## config.mk

```make
export PLATFORM = sky130hd
export DESIGN_NAME = multicycle_control
export DESIGN_NICKNAME = d
export VERILOG_FILES = /design/src/rtl/mc_pkg.sv /design/src/rtl/mc_opcode_decode.sv /design/src/rtl/multicycle_control.sv
export SDC_FILE = /design/constraint.sdc
export NUM_CORES = 1
export LEC_CHECK = 0
export CAP_MARGIN = 5
export CORE_ASPECT_RATIO = 1.25
export CORE_MARGIN = 3
export CORE_UTILIZATION = 42
export DETAILED_ROUTE_END_ITERATION = 16
export PLACE_DENSITY = 0.77
export RECOVER_POWER = 100
export SETUP_SLACK_MARGIN = 0.4
export SLEW_MARGIN = 5
export SYNTH_ARGS = -nofsm -noshare
export SYNTH_HDL_FRONTEND = slang
export SYNTH_SLANG_ARGS = --single-unit
```

## constraint.sdc

```tcl
create_clock -name clk -period 1.3 [get_ports clk]
set_input_delay 0.13 -clock clk [delete_from_list [all_inputs] [get_ports clk]]
set_output_delay 0.13 -clock clk [all_outputs]
set_load 0.1 [all_outputs]
```

## src/rtl/mc_pkg.sv

```systemverilog
// Shared types and encodings for the multi-cycle RV32I sequencing controller.
package mc_pkg;

  localparam int TIMEOUT_CYCLES_DEF = 16;

  typedef enum logic [2:0] {
    S_FETCH  = 3'd0,
    S_DECODE = 3'd1,
    S_EXEC   = 3'd2,
    S_MEM    = 3'd3,
    S_WB     = 3'd4,
    S_TRAP   = 3'd5
  } state_e;

  localparam logic [6:0] OP_R      = 7'b0110011;
  localparam logic [6:0] OP_I      = 7'b0010011;
  localparam logic [6:0] OP_LOAD   = 7'b0000011;
  localparam logic [6:0] OP_STORE  = 7'b0100011;
  localparam logic [6:0] OP_BRANCH = 7'b1100011;
  localparam logic [6:0] OP_JAL    = 7'b1101111;
  localparam logic [6:0] OP_JALR   = 7'b1100111;
  localparam logic [6:0] OP_LUI    = 7'b0110111;
  localparam logic [6:0] OP_AUIPC  = 7'b0010111;

  localparam logic [2:0] ALUOP_R      = 3'b000;
  localparam logic [2:0] ALUOP_I      = 3'b001;
  localparam logic [2:0] ALUOP_LOAD   = 3'b010;
  localparam logic [2:0] ALUOP_STORE  = 3'b011;
  localparam logic [2:0] ALUOP_BRANCH = 3'b100;
  localparam logic [2:0] ALUOP_JAL    = 3'b101;
  localparam logic [2:0] ALUOP_LUI    = 3'b110;

  localparam logic [1:0] MTR_ALU  = 2'b00;
  localparam logic [1:0] MTR_MEM  = 2'b01;
  localparam logic [1:0] MTR_LINK = 2'b10;
  localparam logic [1:0] MTR_NONE = 2'b11;

  localparam logic [1:0] PCSRC_PC4    = 2'b00;
  localparam logic [1:0] PCSRC_BRANCH = 2'b01;
  localparam logic [1:0] PCSRC_JAL    = 2'b10;
  localparam logic [1:0] PCSRC_JALR   = 2'b11;

  typedef struct packed {
    logic       branch;
    logic       memread;
    logic       memwrite;
    logic       alusrc;
    logic       mux_inp;
    logic [1:0] memtoreg;
    logic [2:0] aluop;
  } sel_t;

  function automatic logic op_legal(input logic [6:0] op);
    case (op)
      OP_R, OP_I, OP_LOAD, OP_STORE, OP_BRANCH,
      OP_JAL, OP_JALR, OP_LUI, OP_AUIPC: return 1'b1;
      default:                           return 1'b0;
    endcase
  endfunction

endpackage

```

## src/rtl/mc_opcode_decode.sv

```systemverilog
// Combinational opcode -> datapath select decoder for the multi-cycle core.
module mc_opcode_decode
  import mc_pkg::*;
(
  input  logic [6:0] op_i,
  output sel_t       sel_o,
  output logic       legal_o
);

  always_comb begin
    // NOTE: every output gets a default before the case so no latch is inferred.
    sel_o          = '0;
    sel_o.memtoreg = MTR_NONE;
    case (op_i)
      OP_R: begin
        sel_o.memtoreg = MTR_ALU;
        sel_o.aluop    = ALUOP_R;
      end
      OP_I: begin
        sel_o.memtoreg = MTR_ALU;
        sel_o.alusrc   = 1'b1;
        sel_o.aluop    = ALUOP_I;
      end
      OP_LOAD: begin
        sel_o.memtoreg = MTR_MEM;
        sel_o.alusrc   = 1'b1;
        sel_o.aluop    = ALUOP_LOAD;
        sel_o.memread  = 1'b1;
      end
      OP_STORE: begin
        sel_o.memtoreg = MTR_NONE;
        sel_o.alusrc   = 1'b1;
        sel_o.aluop    = ALUOP_STORE;
        sel_o.memwrite = 1'b1;
      end
      OP_BRANCH: begin
        sel_o.memtoreg = MTR_ALU;
        sel_o.aluop    = ALUOP_BRANCH;
        sel_o.branch   = 1'b1;
      end
      OP_JAL: begin
        sel_o.memtoreg = MTR_LINK;
        sel_o.alusrc   = 1'b1;
        sel_o.aluop    = ALUOP_JAL;
      end
      OP_JALR: begin
        sel_o.memtoreg = MTR_LINK;
        sel_o.alusrc   = 1'b1;
        sel_o.aluop    = ALUOP_I;
        sel_o.mux_inp  = 1'b1;
      end
      OP_LUI: begin
        sel_o.memtoreg = MTR_LINK;
        sel_o.alusrc   = 1'b1;
        sel_o.aluop    = ALUOP_LUI;
      end
      OP_AUIPC: begin
        sel_o.memtoreg = MTR_LINK;
        sel_o.alusrc   = 1'b1;
        sel_o.aluop    = ALUOP_R;
      end
      default: ;
    endcase
  end

  assign legal_o = op_legal(op_i);

endmodule

```

## src/rtl/multicycle_control.sv

```systemverilog
// Multi-cycle RV32I sequencer: FETCH/DECODE/EXEC/MEM/WB over a shared memory
// with ready handshake, illegal-opcode trap and memory timeout detection.
module multicycle_control
  import mc_pkg::*;
#(
  parameter int TIMEOUT_CYCLES = TIMEOUT_CYCLES_DEF
) (
  input  logic       clk,
  input  logic       reset,
  input  logic [6:0] opcode,
  input  logic       mem_ready,
  input  logic       branch_taken,
  output logic       mem_req,
  output logic       mem_we,
  output logic       addr_sel,
  output logic       ir_write,
  output logic       pc_write,
  output logic [1:0] pc_src,
  output logic       reg_write,
  output logic       branch,
  output logic       memread,
  output logic       memwrite,
  output logic       alusrc,
  output logic       mux_inp,
  output logic [1:0] memtoreg,
  output logic [2:0] aluop,
  output logic       illegal,
  output logic       bus_error,
  output logic [2:0] state
);

  localparam int              CNT_W   = $clog2(TIMEOUT_CYCLES + 1);
  localparam logic [CNT_W-1:0] CNT_MAX = CNT_W'(TIMEOUT_CYCLES);

  state_e           state_q, state_d;
  logic [6:0]       op_q, op_d;
  logic [CNT_W-1:0] cnt_q, cnt_d;
  logic             illegal_q, illegal_d;
  logic             bus_error_q, bus_error_d;

  sel_t sel;
  logic op_q_legal;
  logic timeout;

  mc_opcode_decode u_decode (
    .op_i    (op_q),
    .sel_o   (sel),
    .legal_o (op_q_legal)
  );

  // Timeout only fires when the last allowed wait cycle also misses mem_ready.
  assign timeout = (state_q == S_FETCH || state_q == S_MEM) && !mem_ready && (cnt_q == CNT_MAX);

  always_comb begin
    state_d     = state_q;
    op_d        = op_q;
    cnt_d       = '0;
    illegal_d   = illegal_q;
    bus_error_d = bus_error_q;
    mem_req     = 1'b0;
    mem_we      = 1'b0;
    addr_sel    = 1'b0;
    ir_write    = 1'b0;
    pc_write    = 1'b0;
    pc_src      = PCSRC_PC4;
    reg_write   = 1'b0;

    case (state_q)
      S_FETCH: begin
        mem_req = !timeout;
        if (mem_ready) begin
          ir_write = 1'b1;
          state_d  = S_DECODE;
        end else if (timeout) begin
          bus_error_d = 1'b1;
          state_d     = S_TRAP;
        end else begin
          cnt_d = cnt_q + CNT_W'(1);
        end
      end
      S_DECODE: begin
        op_d = opcode;
        if (op_legal(opcode)) begin
          state_d = S_EXEC;
        end else begin
          illegal_d = 1'b1;
          state_d   = S_TRAP;
        end
      end
      S_EXEC: begin
        if (!op_q_legal) begin
          illegal_d = 1'b1;
          state_d   = S_TRAP;
        end else if (sel.branch) begin
          pc_write = 1'b1;
          pc_src   = branch_taken ? PCSRC_BRANCH : PCSRC_PC4;
          state_d  = S_FETCH;
        end else if (sel.memread || sel.memwrite) begin
          state_d = S_MEM;
        end else begin
          state_d = S_WB;
        end
      end
      S_MEM: begin
        mem_req  = !timeout;
        addr_sel = 1'b1;
        mem_we   = sel.memwrite;
        if (mem_ready) begin
          if (sel.memwrite) begin
            pc_write = 1'b1;
            state_d  = S_FETCH;
          end else begin
            state_d = S_WB;
          end
        end else if (timeout) begin
          bus_error_d = 1'b1;
          state_d     = S_TRAP;
        end else begin
          cnt_d = cnt_q + CNT_W'(1);
        end
      end
      S_WB: begin
        reg_write = 1'b1;
        pc_write  = 1'b1;
        if (op_q == OP_JAL)       pc_src = PCSRC_JAL;
        else if (op_q == OP_JALR) pc_src = PCSRC_JALR;
        state_d = S_FETCH;
      end
      S_TRAP: ;
      default: state_d = S_FETCH;
    endcase
  end

  // NOTE: sequential state uses non-blocking assignments so all registers update together.
  always_ff @(posedge clk) begin
    if (reset) begin
      state_q     <= S_FETCH;
      op_q        <= '0;
      cnt_q       <= '0;
      illegal_q   <= 1'b0;
      bus_error_q <= 1'b0;
    end else begin
      state_q     <= state_d;
      op_q        <= op_d;
      cnt_q       <= cnt_d;
      illegal_q   <= illegal_d;
      bus_error_q <= bus_error_d;
    end
  end

  assign branch    = sel.branch;
  assign memread   = sel.memread;
  assign memwrite  = sel.memwrite;
  assign alusrc    = sel.alusrc;
  assign mux_inp   = sel.mux_inp;
  assign memtoreg  = sel.memtoreg;
  assign aluop     = sel.aluop;
  assign illegal   = illegal_q;
  assign bus_error = bus_error_q;
  assign state     = state_q;

endmodule

```

==> results of run 1 <==
-- stage by stage --
stage	hold WS, ns	setup TNS [ns]
after detailed placement	0.502	-4.67
after global placement	0.484	-3.04
after floorplan	0.277	-12.16
-- logic make-up after synthesis --
kind of cell,Yosys count,synth area share
AND/OR/NAND/NOR,66,0.325
AO/OA/AOI/OAI,33,0.187
buffers and inverters,18,0.0766
flip-flops,17,0.298
multiplexers,7,0.0613
XOR/XNOR,4,0.0306
adder cells (fa/ha/maj),2,0.0219
==> impl_metrics.py, run 1 <==
metrics = {
    "logic_synthesis": {
        "yosysWarnings": 0,
        "synthDistinctLibCells": 39,
        "syn-num-nets": 160,
        "synth_area_leader_cell": "dfxtp_1",
        "synth.cell_area_mm2": 0.00114,
        "ys_top_cells_by_area": "dfxtp_1 30%, nor2_1 7.2%, mux2i_1 6.1%",
        "ys_async_sr_fraction": 0,
        "avgSynthCellArea_um2": 7.78,
        "synth_cells": 147,
        "yosys.area.top_type_share": 0.298,
        "seq_area_frac_synth": 0.298,
        "synth_ff_type": "dfxtp_1",
        "synth-seq-cells": 17,
        "synth_edf_count": 0,
        "synth_common_cells": "22 x nor2_1, 17 x dfxtp_1, 9 x inv_1",
        "yosysMostFrequentCell": "nor2_1",
    },
    "clock_tree": {
        "numClockSinks": 17,
        "ctsRootBufferMaster": "clkbuf_4",
        "holdBufCountCts": 0,
        "numCtsBuffers": 3,
        "htree_num_levels": 1,
        "clock_path_buffers": 2,
        "post_cts_buffers": 13,
        "cts_resized": 74,
    },
    "outcome": {
        "haltStage": "clock tree synthesis",
        "first-error": "[ERROR DPL-0038] Utilization greater than 100%, impossible to legalize",
        "status": "aborted with a tool error",
    },
    "placed_design": {
        "dp_cells": 257,
        "placed_area_mm2": 0.00228,
        "gp_congestion": 0.890,
        "detailedPlace.worstSlack_ns": -0.503,
        "place.detailed.hpwl_um": 3670,
        "io_buffer_count": 33,
    },
    "die": {
        "die_y_um": 64.3,
        "start_util": 0.457,
        "die-width_um": 52.7,
        "ios": 34,
        "rows": 20,
    },
}
==> run 2, diff against run 1 <==
--- a/config.mk
+++ b/config.mk
@@ -6,13 +6,11 @@
 export NUM_CORES = 1
 export LEC_CHECK = 0
 export CAP_MARGIN = 5
-export CORE_ASPECT_RATIO = 1.25
-export CORE_MARGIN = 3
-export CORE_UTILIZATION = 42
+export CORE_AREA = 3 3 64 66
 export DETAILED_ROUTE_END_ITERATION = 16
-export PLACE_DENSITY = 0.77
+export DIE_AREA = 0 0 67 69
+export PLACE_DENSITY_LB_ADDON = 0.15
 export RECOVER_POWER = 100
-export SETUP_SLACK_MARGIN = 0.4
 export SLEW_MARGIN = 5
 export SYNTH_ARGS = -nofsm -noshare
 export SYNTH_HDL_FRONTEND = slang
==> constraint.sdc (replaced) <==
create_clock -name clk -period 1.7 [get_ports clk]
set_input_delay 0.17 -clock clk [delete_from_list [all_inputs] [get_ports clk]]
set_output_delay 0.17 -clock clk [all_outputs]
set_load 0.1 [all_outputs]
==> run 2 against run 1 <==
The flow now finishes, with violations (negative setup slack). Synthesized cell count is the same. Area after synthesis is the same.
==> impl_metrics.py, run 2 <==
metrics = {
    "outcome": {
        "status": "complete, but fails checks",
        "violations": "negative setup slack",
    },
    "placed_design": {
        "gp_congestion": 0.772,
        "place.detailed.hpwl_um": 2610,
        "io_buffer_count": 33,
    },
    "detailed_routing": {
        "drc": 0,
        "drtIter0Drc": 38,
        "ant_nets": 0,
        "vias": 1301,
        "avgRoutedWirePerCell_um": 13.7,
        "dr.pass1.iters": 4,
        "routed_wl_um": 3480,
        "vias_per_cell": 5.10,
    },
    "die": {
        "start_util": 0.315,
        "ios": 34,
        "rows": 22,
        "dieArea_mm2": 0.00462,
        "die-width_um": 67,
        "die_y_um": 69,
        "coreArea_mm2": 0.00363,
    },
    "sta": {
        "slew_violations": 0,
        "rsz0062_at_grt": "true",
        "skew_ns": 0.00189,
        "tightest_slew_ns": 0.540,
        "max_clock_freq_mhz": 567,
        "hold_viol": 0,
        "fin_ws_ns": -0.0639,
        "setup-violations-final": 8,
        "post-route-min-period_ns": 1.76,
        "fin_crit_sh": 1.04,
        "max_slew_margin": 0.642,
    },
    "logic_synthesis": {
        "synthAdderAreaFrac": 0.0219,
        "yosysMostFrequentCell": "nor2_1",
        "synth_top_family_by_area": "simple AND/OR/NAND/NOR gates",
        "yosysWarnings": 0,
        "ys_async_sr_fraction": 0,
        "yosys.area.top_type_share": 0.298,
        "synth-simple-area-share": 0.325,
        "synth_xor_area_frac": 0.0306,
        "synth_edf_count": 0,
        "synth_ff_type": "dfxtp_1",
        "avgSynthCellArea_um2": 7.78,
        "ys_top_cells_by_area": "dfxtp_1 30%, nor2_1 7.2%, mux2i_1 6.1%",
        "synthDistinctLibCells": 39,
        "synth-seq-cells": 17,
        "synth_area_leader_cell": "dfxtp_1",
        "synth.cell_area_mm2": 0.00114,
        "syn-num-nets": 160,
        "seq_area_frac_synth": 0.298,
        "synth_compound_area_frac": 0.187,
        "synth_common_cells": "22 x nor2_1, 17 x dfxtp_1, 9 x inv_1",
        "synthMuxAreaShare": 0.0613,
        "synth_cells": 147,
    },
    "power_and_ir_drop": {
        "p_switching_uw": 942,
        "p_int_uw": 1060,
        "power_uw": 2010,
        "powerDensity_mw_per_mm2": 926,
        "clkPwrFrac": 0.149,
        "power_frac_seq": 0.256,
        "p_leak_uw": 0.000817,
        "pwr-share-comb": 0.595,
        "swShare": 0.470,
        "ir_drop_v": 0.000545,
    },
    "cells_and_area": {
        "multi_input_area_um2": 940,
        "final_common_cell": "buf_4",
        "antenna_cells": 0,
        "utilization": 0.596,
        "final-seq-area_um2": 354,
        "layout-drive-gt1-share": 0.488,
        "largest_register": "op_q",
        "nNetsFinal": 221,
        "syn_to_final_growth_pct": 89.5,
        "largest_register_ffs": 7,
        "final_cell_mix": "31 x buf_4, 19 x nor2_1, 16 x buf_12",
        "fillers": 331,
    },
    "setup_path": {
        "critical_path.max_stage_delay_ns": 0.40,
        "crit_family": "simple AND/OR/NAND/NOR gates",
        "worstPathMaxFanout": 4,
        "cp-start-kind": "flip-flop",
        "critPathRequiredTime_ns": 1.53,
        "arrival_ns": 1.59,
        "endpoint_kind": "output port",
        "crit_path_cell_trace": "nand4bb_4 -> or3_4 -> o22ai_4 -> buf_12",
        "critPathSlowestCell": "or3_4",
        "critPathKind": "reg -> out",
        "critPathBufInv": 1,
    },
    "clock_tree": {
        "htree_num_levels": 1,
        "clock_path_buffers": 2,
        "clk_pin_slew_worst_paths_ns": 0.07,
        "numClockSinks": 17,
        "insertion_delay_ns": 0.25,
        "cts_tree": "yes",
        "numCtsBuffers": 3,
        "ctsRootBufferMaster": "clkbuf_8",
    },
    "min_path": {
        "min_path_type": "reg -> reg",
    },
    "global_routing": {
        "grt_pass1_wl_um": 5590,
        "grt_pass1_vias": 1174,
        "grt_max_degree": 16,
        "grt_usage": 0.149,
        "gr-total-overflow": 0,
        "antenna_found_initial": 0,
    },
    "run": {
        "drv_cap": 0,
    },
}
-- run 2: power by group through the flow --
stage	Clock [uW]	Sequential [uW]	Combinational, uW
detailed placement	0	557	1080
CTS	308	530	1140
global placement	0	552	1060
finish	300	513	1190
floorplan	0	639	663
global route	330	519	1260
-- run 2: logic make-up after synthesis --
logic type,Yosys count
AO/OA/AOI/OAI,33
XOR/XNOR,4
multiplexers,7
flip-flops,17
AND/OR/NAND/NOR,66
buffers and inverters,18
adder cells (fa/ha/maj),2
-- run 2: layout make-up --
class | count | area share
clock buffer | 3 | 0.0191
clock inverter | 1 | 0.00231
inverter | 9 | 0.0173
multi-input combinational | 112 | 0.434
sequential | 17 | 0.163
tap | 48 | 0.0277
timing repair buffer | 65 | 0.337
-- run 2: metrics by stage --
step / worst slack (ns) / hold slack (ns) / area [um2] / TNS, ns / cells
6_report: -0.0639 / 0.470 / 2170 / -0.279 / 255
3_5_place_dp: -0.0118 / 0.454 / 2000 / -0.0118 / 238
5_1_grt: -0.142 / 0.500 / 2170 / -1.03 / 255
3_3_place_gp: 0.0645 / 0.439 / 2000 / 0 / 238
2_1_floorplan: -0.801 / 0.317 / 1350 / -3.94 / 147
4_1_cts: -0.0767 / 0.469 / 2120 / -0.138 / 247
-- run 2: final timing paths --
check | startpoint | endpoint | slack (ns) | depth (start not counted)
worst min register to register | bus_error$_SDFFE_PP0P_ | bus_error$_SDFFE_PP0P_ | 0.47 | 2
worst max-delay path | op_q[3]$_SDFFE_PP0N_ | pc_write | -0.06 | 4
worst max register to register | state[0]$_SDFFE_PP0P_ | state[1]$_SDFFE_PP0P_ | 0.07 | 4
worst min-delay path | bus_error$_SDFFE_PP0P_ | bus_error$_SDFFE_PP0P_ | 0.47 | 2
-- run 2: timing repair --
item	in CTS	in global routing
pin swaps	2	5
buffers inserted	5	8
gates resized for setup	7	18
hold buffers	0	0
endpoints found under the setup margin	12	15
-- run 2: metal layers --
layer  wire (um)  part of all wire  up-vias  global-route usage
met5           0                 0        -                   0
met4          42             0.012        0              0.0473
met3         122             0.035        6              0.0163
met2        1800              0.52       28               0.247
met1        1520              0.44      625               0.198
li1            -                 -      642                   -
-- run 2: worst reg2reg max path, delay by kind of cell (launching register included) --
kind | cells | cell delay (ns)
compound gates | 1 | 0.24
buf+inv | 1 | 0.16
flops | 1 | 0.53
simple gates | 2 | 0.60
Power figures use the tool's default switching activity.
==> run 3, diff against run 2 <==
--- a/config.mk
+++ b/config.mk
@@ -5,10 +5,9 @@
 export SDC_FILE = /design/constraint.sdc
 export NUM_CORES = 1
 export LEC_CHECK = 0
-export CAP_MARGIN = 5
-export CORE_AREA = 3 3 64 66
+export CORE_MARGIN = 3
+export CORE_UTILIZATION = 30
 export DETAILED_ROUTE_END_ITERATION = 16
-export DIE_AREA = 0 0 67 69
 export PLACE_DENSITY_LB_ADDON = 0.15
 export RECOVER_POWER = 100
 export SLEW_MARGIN = 5
==> run 3 against run 2 <==
The flow still finishes with violations (negative setup slack). Clock skew hardly changed. Design area fell by 5.4%. Via count down 3.8%. Sequential cell count unchanged. Worst setup slack worse by 0.013 ns. Clock power shrank 1%. Core utilization shrank 1.0 points. Global-route usage hardly changed. Sequential power is 8.6% higher. Clock-buffer cell count stayed put. Wire length down 7.1%. Largest cell class unchanged.
==> impl_metrics.py, run 3 (synthesis gave the netlist of run 2 again) <==
metrics = {
    "outcome": {
        "status": "complete, but fails checks",
        "violations": "negative setup slack",
    },
    "cells_and_area": {
        "nNetsFinal": 210,
        "largest_register_ffs": 7,
        "fillers": 296,
        "layout-drive-gt1-share": 0.449,
        "antenna_cells": 0,
        "final_cell_mix": "19 x nor2_1, 19 x buf_4, 15 x buf_12",
        "multi_input_area_um2": 927,
        "final-seq-area_um2": 362,
        "syn_to_final_growth_pct": 79.2,
        "largest_register": "op_q",
        "fin_area_mm2": 0.00205,
        "final_cells": 242,
    },
    "die": {
        "ios": 34,
        "rows": 21,
        "die-width_um": 67.7,
        "start_util": 0.327,
        "coreArea_mm2": 0.00349,
        "die_y_um": 67.7,
        "dieArea_mm2": 0.00459,
    },
    "clock_tree": {
        "clock_path_buffers": 2,
        "ctsRootBufferMaster": "clkbuf_8",
        "numClockSinks": 17,
        "clk_pin_slew_worst_paths_ns": 0.06,
        "insertion_delay_ns": 0.25,
        "htree_num_levels": 1,
        "numCtsBuffers": 3,
        "holdBufCountCts": 0,
        "cts_tree": "yes",
    },
    "setup_path": {
        "critPathRequiredTime_ns": 1.53,
        "crit_family": "simple AND/OR/NAND/NOR gates",
        "critPathBufInv": 1,
        "crit_path_cell_trace": "nand4bb_4 -> or3_4 -> o22ai_4 -> buf_12",
        "endpoint_kind": "output port",
        "reg2reg_slack_ns": 0.09,
        "arrival_ns": 1.61,
        "worstPathMaxFanout": 4,
        "critPathKind": "reg -> out",
        "critical_path.max_stage_delay_ns": 0.41,
        "cp-start-kind": "flip-flop",
        "critPathSlowestCell": "or3_4",
    },
    "detailed_routing": {
        "met3_length_um": 89,
        "ant_nets": 0,
        "dr.pass1.iters": 4,
        "vias_per_cell": 5.17,
        "top_layer_used": "met4",
        "wl_met1_um": 1510,
        "avgRoutedWirePerCell_um": 13.4,
        "drtIter0Drc": 30,
        "routed_wl_um": 3240,
        "route.met2.wl_um": 1550,
        "vias": 1252,
        "drc": 0,
    },
    "global_routing": {
        "grt_usage": 0.149,
        "gr-total-overflow": 0,
        "grt_max_degree": 16,
        "grt_pass1_vias": 1199,
        "antenna_found_initial": 0,
        "grt_pass1_wl_um": 5270,
    },
    "power_and_ir_drop": {
        "powerDensity_mw_per_mm2": 933,
        "ir_drop_v": 0.000593,
        "p_leak_uw": 0.000756,
    },
    "placed_design": {
        "io_buffer_count": 33,
        "gp_congestion": 0.811,
        "place.detailed.hpwl_um": 2610,
        "placed_area_mm2": 0.00200,
        "dp_cells": 236,
    },
    "sta": {
        "max_clock_freq_mhz": 563,
        "fin_ws_ns": -0.0771,
        "rsz0062_at_grt": "true",
        "skew_ns": 0.00232,
        "hold_viol": 0,
        "totalNegativeSetupSlack_ns": -0.0966,
        "post-route-min-period_ns": 1.78,
        "fin_crit_sh": 1.05,
        "hold_slack_ns": 0.448,
        "max_slew_margin": 0.645,
        "tightest_slew_ns": 0.528,
        "setup-violations-final": 2,
        "slew_violations": 0,
    },
    "run": {
        "drv_cap": 0,
    },
    "min_path": {
        "min_path_type": "reg -> reg",
    },
}
## run 3: final cells by class
| cell class | count | share of cell area |
|---|---|---|
| multi-input cells | 112 | 0.452 |
| clock inverters | 1 | 0.00244 |
| flip-flops and latches | 17 | 0.176 |
| clock buffers | 3 | 0.0201 |
| well taps | 46 | 0.0281 |
| inverters | 9 | 0.0183 |
| repair buffers | 54 | 0.302 |
## run 3: final timing paths
path,start,end,cells after the start
setup / recovery,op_q[2]$_SDFFE_PP0N_,pc_write,4
hold / removal,cnt_q[0]$_SDFF_PP0_,cnt_q[0]$_SDFF_PP0_,1
setup reg to reg,state[1]$_SDFFE_PP0P_,cnt_q[3]$_SDFF_PP0_,5
hold reg to reg,cnt_q[0]$_SDFF_PP0_,cnt_q[0]$_SDFF_PP0_,1
## run 3: through the flow
stage          utilization  total power (uW)  worst slack [ns]
4_1_cts              0.603              1970           -0.0841
3_5_place_dp         0.573              1630           -0.0323
2_1_floorplan            -              1300            -0.801
5_1_grt              0.586              2010            -0.116
3_3_place_gp         0.573              1620            0.0550
6_report             0.586              1910           -0.0771
## run 3: worst register-to-register path: stages (launching register included)
cell	delay, ns
dfxtp_4	0.37
clkbuf_2	0.13
or2_4	0.28
a21o_1	0.20
or3_1	0.44
nor2_1	0.13
## run 3: timing repair
action	4_1_cts	5_1_grt
resized for setup	17	9
pin swaps	4	4
buffers inserted	0	2
endpoints found under the setup margin	13	11
cloned	0	0
## run 3: power by group
group / internal (uW) / switching [uW] / leakage [uW]
clock: 163 / 134 / 0.0000255
combinational: 384 / 675 / 0.000587
sequential: 458 / 98.8 / 0.000144
## run 3: per-layer routing
metal | GRT usage | vias to the layer above
met5 | 0 | -
met4 | 0.0734 | 0
met3 | 0.00499 | 7
met2 | 0.253 | 25
met1 | 0.192 | 595
li1 | - | 625
==> run 4, diff against run 3 <==
--- a/config.mk
+++ b/config.mk
@@ -5,7 +5,7 @@
 export SDC_FILE = /design/constraint.sdc
 export NUM_CORES = 1
 export LEC_CHECK = 0
-export CORE_MARGIN = 3
+export CORE_MARGIN = 5
 export CORE_UTILIZATION = 30
 export DETAILED_ROUTE_END_ITERATION = 16
 export PLACE_DENSITY_LB_ADDON = 0.15
==> constraint.sdc (replaced) <==
create_clock -name clk -period 1.55 [get_ports clk]
set_input_delay 0.155 -clock clk [delete_from_list [all_inputs] [get_ports clk]]
set_output_delay 0.155 -clock clk [all_outputs]
set_load 0.1 [all_outputs]
==> run 4 against run 3 <==
The run still ends with negative setup slack left. Critical path depth is the same. Global-route usage shrank 0.36 points. Clock-buffer cell count grew 1. Final cell count grew 14%. Clock power grew 7.4%. First-iteration DRC count grew to 2.6 times the previous value. Critical endpoint unchanged. Largest cell class unchanged.
==> impl_metrics.py, run 4 (synthesis gave the netlist of run 2 again) <==
metrics = {
    "outcome": {
        "status": "complete, but fails checks",
        "violations": "negative setup slack",
    },
    "global_routing": {
        "grtUsageMet1": 0.176,
        "global_route.usage.met2": 0.272,
        "gr-total-overflow": 0,
        "grt_usage": 0.145,
        "antenna_found_initial": 0,
        "grt_max_degree": 16,
        "grt_pass1_vias": 1391,
        "busiest_layer": "met2",
        "use_met3": 0.0112,
        "grt_pass1_wl_um": 6290,
    },
    "clock_tree": {
        "ctsRootBufferMaster": "clkbuf_8",
        "numCtsBuffers": 3,
        "clk_pin_slew_worst_paths_ns": 0.06,
        "cts_tree": "yes",
        "htree_num_levels": 1,
        "numClockSinks": 17,
        "insertion_delay_ns": 0.24,
        "clock_path_buffers": 2,
        "holdBufCountCts": 0,
    },
    "placed_design": {
        "gp_congestion": 0.844,
        "placed_area_mm2": 0.00214,
        "place.detailed.hpwl_um": 2840,
        "io_buffer_count": 33,
    },
    "cells_and_area": {
        "largest_register": "op_q",
        "final_cell_mix": "40 x buf_4, 20 x buf_12, 16 x nor2_1",
        "nNetsFinal": 243,
        "layout-drive-gt1-share": 0.598,
        "syn_to_final_growth_pct": 119,
        "antenna_cells": 0,
        "largest_register_ffs": 7,
        "final_common_cell": "buf_4",
        "fin_area_mm2": 0.00251,
    },
    "sta": {
        "post-route-min-period_ns": 1.75,
        "slew_violations": 0,
        "max_slew_margin": 0.634,
        "max_clock_freq_mhz": 571,
        "totalNegativeSetupSlack_ns": -1.39,
        "skew_ns": 0.00296,
        "setup-violations-final": 15,
        "fin_ws_ns": -0.201,
        "hold_slack_ns": 0.480,
        "rsz0062_at_grt": "true",
        "tightest_slew_ns": 0.552,
        "fin_crit_sh": 1.13,
        "hold_viol": 0,
    },
    "power_and_ir_drop": {
        "pwr-share-comb": 0.622,
        "swShare": 0.453,
        "powerDensity_mw_per_mm2": 947,
        "p_switching_uw": 1080,
        "ir_drop_v": 0.000693,
        "p_int_uw": 1300,
        "clkPwrFrac": 0.134,
        "power_frac_seq": 0.244,
        "p_leak_uw": 0.000971,
    },
    "detailed_routing": {
        "routed_wl_um": 3960,
        "vias": 1395,
        "drc": 0,
        "vias_per_cell": 5.04,
        "drtIter0Drc": 77,
        "avgRoutedWirePerCell_um": 14.3,
        "dr.pass1.iters": 4,
        "ant_nets": 0,
    },
    "setup_path": {
        "critical_path.max_stage_delay_ns": 0.41,
        "critPathRequiredTime_ns": 1.39,
        "critPathKind": "reg -> out",
        "crit_family": "simple AND/OR/NAND/NOR gates",
        "critPathSlowestCell": "or3_4",
        "endpoint_kind": "output port",
        "arrival_ns": 1.60,
        "critPathBufInv": 1,
        "cp-start-kind": "flip-flop",
        "worstPathMaxFanout": 4,
        "crit_path_cell_trace": "nand4bb_4 -> or3_4 -> o22ai_4 -> buf_12",
    },
    "run": {
        "drv_cap": 0,
    },
    "die": {
        "rows": 22,
        "ios": 34,
        "start_util": 0.310,
        "dieArea_mm2": 0.00515,
        "die-width_um": 71.7,
        "die_y_um": 71.7,
        "coreArea_mm2": 0.00369,
    },
    "min_path": {
        "min_path_type": "reg -> reg",
    },
}
-- run 4: cell count changes in the layout (fill, tap and decap cells not counted), sizes merged --
cell and change:
buf +36, clkbuf -2, clkinv -1
-- run 4: power groups by stage --
stage / Clock [uW] / Sequential (uW) / Combinational [uW]
2_1_floorplan: 0 / 701 / 729
3_3_place_gp: 0 / 580 / 1290
3_5_place_dp: 0 / 585 / 1310
4_1_cts: 330 / 578 / 1460
5_1_grt: 342 / 591 / 1550
6_report: 318 / 580 / 1480
-- run 4: final timing paths --
| kind | startpoint | end | slack, ns | depth (start not counted) |
|---|---|---|---|---|
| min | bus_error$_SDFFE_PP0P_ | bus_error$_SDFFE_PP0P_ | 0.48 | 2 |
| max reg2reg | op_q[2]$_SDFFE_PP0N_ | state[0]$_SDFFE_PP0P_ | 0 | 6 |
| max | op_q[2]$_SDFFE_PP0N_ | pc_write | -0.20 | 4 |
| min reg2reg | bus_error$_SDFFE_PP0P_ | bus_error$_SDFFE_PP0P_ | 0.48 | 2 |
-- run 4: routing by layer --
metal  routed length, um  part of all wire
met2                2150              0.54
met3                 104             0.026
met4                  17            0.0043
met5                   0                 0
met1                1690              0.43
-- run 4: final cells by class --
| class | instances | area, um2 |
|---|---|---|
| clock buffers | 4 | 45.0 |
| fillers | 284 | 1180 |
| inverters | 9 | 37.5 |
| multi-input cells | 112 | 1030 |
| flip-flops and latches | 17 | 364 |
| well taps | 48 | 60.1 |
| repair buffers | 87 | 973 |
-- run 4: tightest hold or removal path: stages (launching register included) --
cell,delay [ns]
dfxtp_1,0.33
a21oi_1,0.05
nor2_1,0.07
-- run 4: metrics by stage --
stage	instances	utilization	setup WS [ns]	total power [uW]
after floorplan	147	-	-0.936	1430
after global placement	253	0.581	-0.0749	1870
after detailed placement	253	0.581	-0.107	1890
after CTS	270	0.655	-0.209	2370
after global routing	277	0.680	-0.266	2490
final	277	0.680	-0.201	2380
-- run 4: repair_timing --
action,CTS,global route
setup buffers,13,8
pin swaps,10,12
resized for setup,37,19
endpoints found under the setup margin,17,24
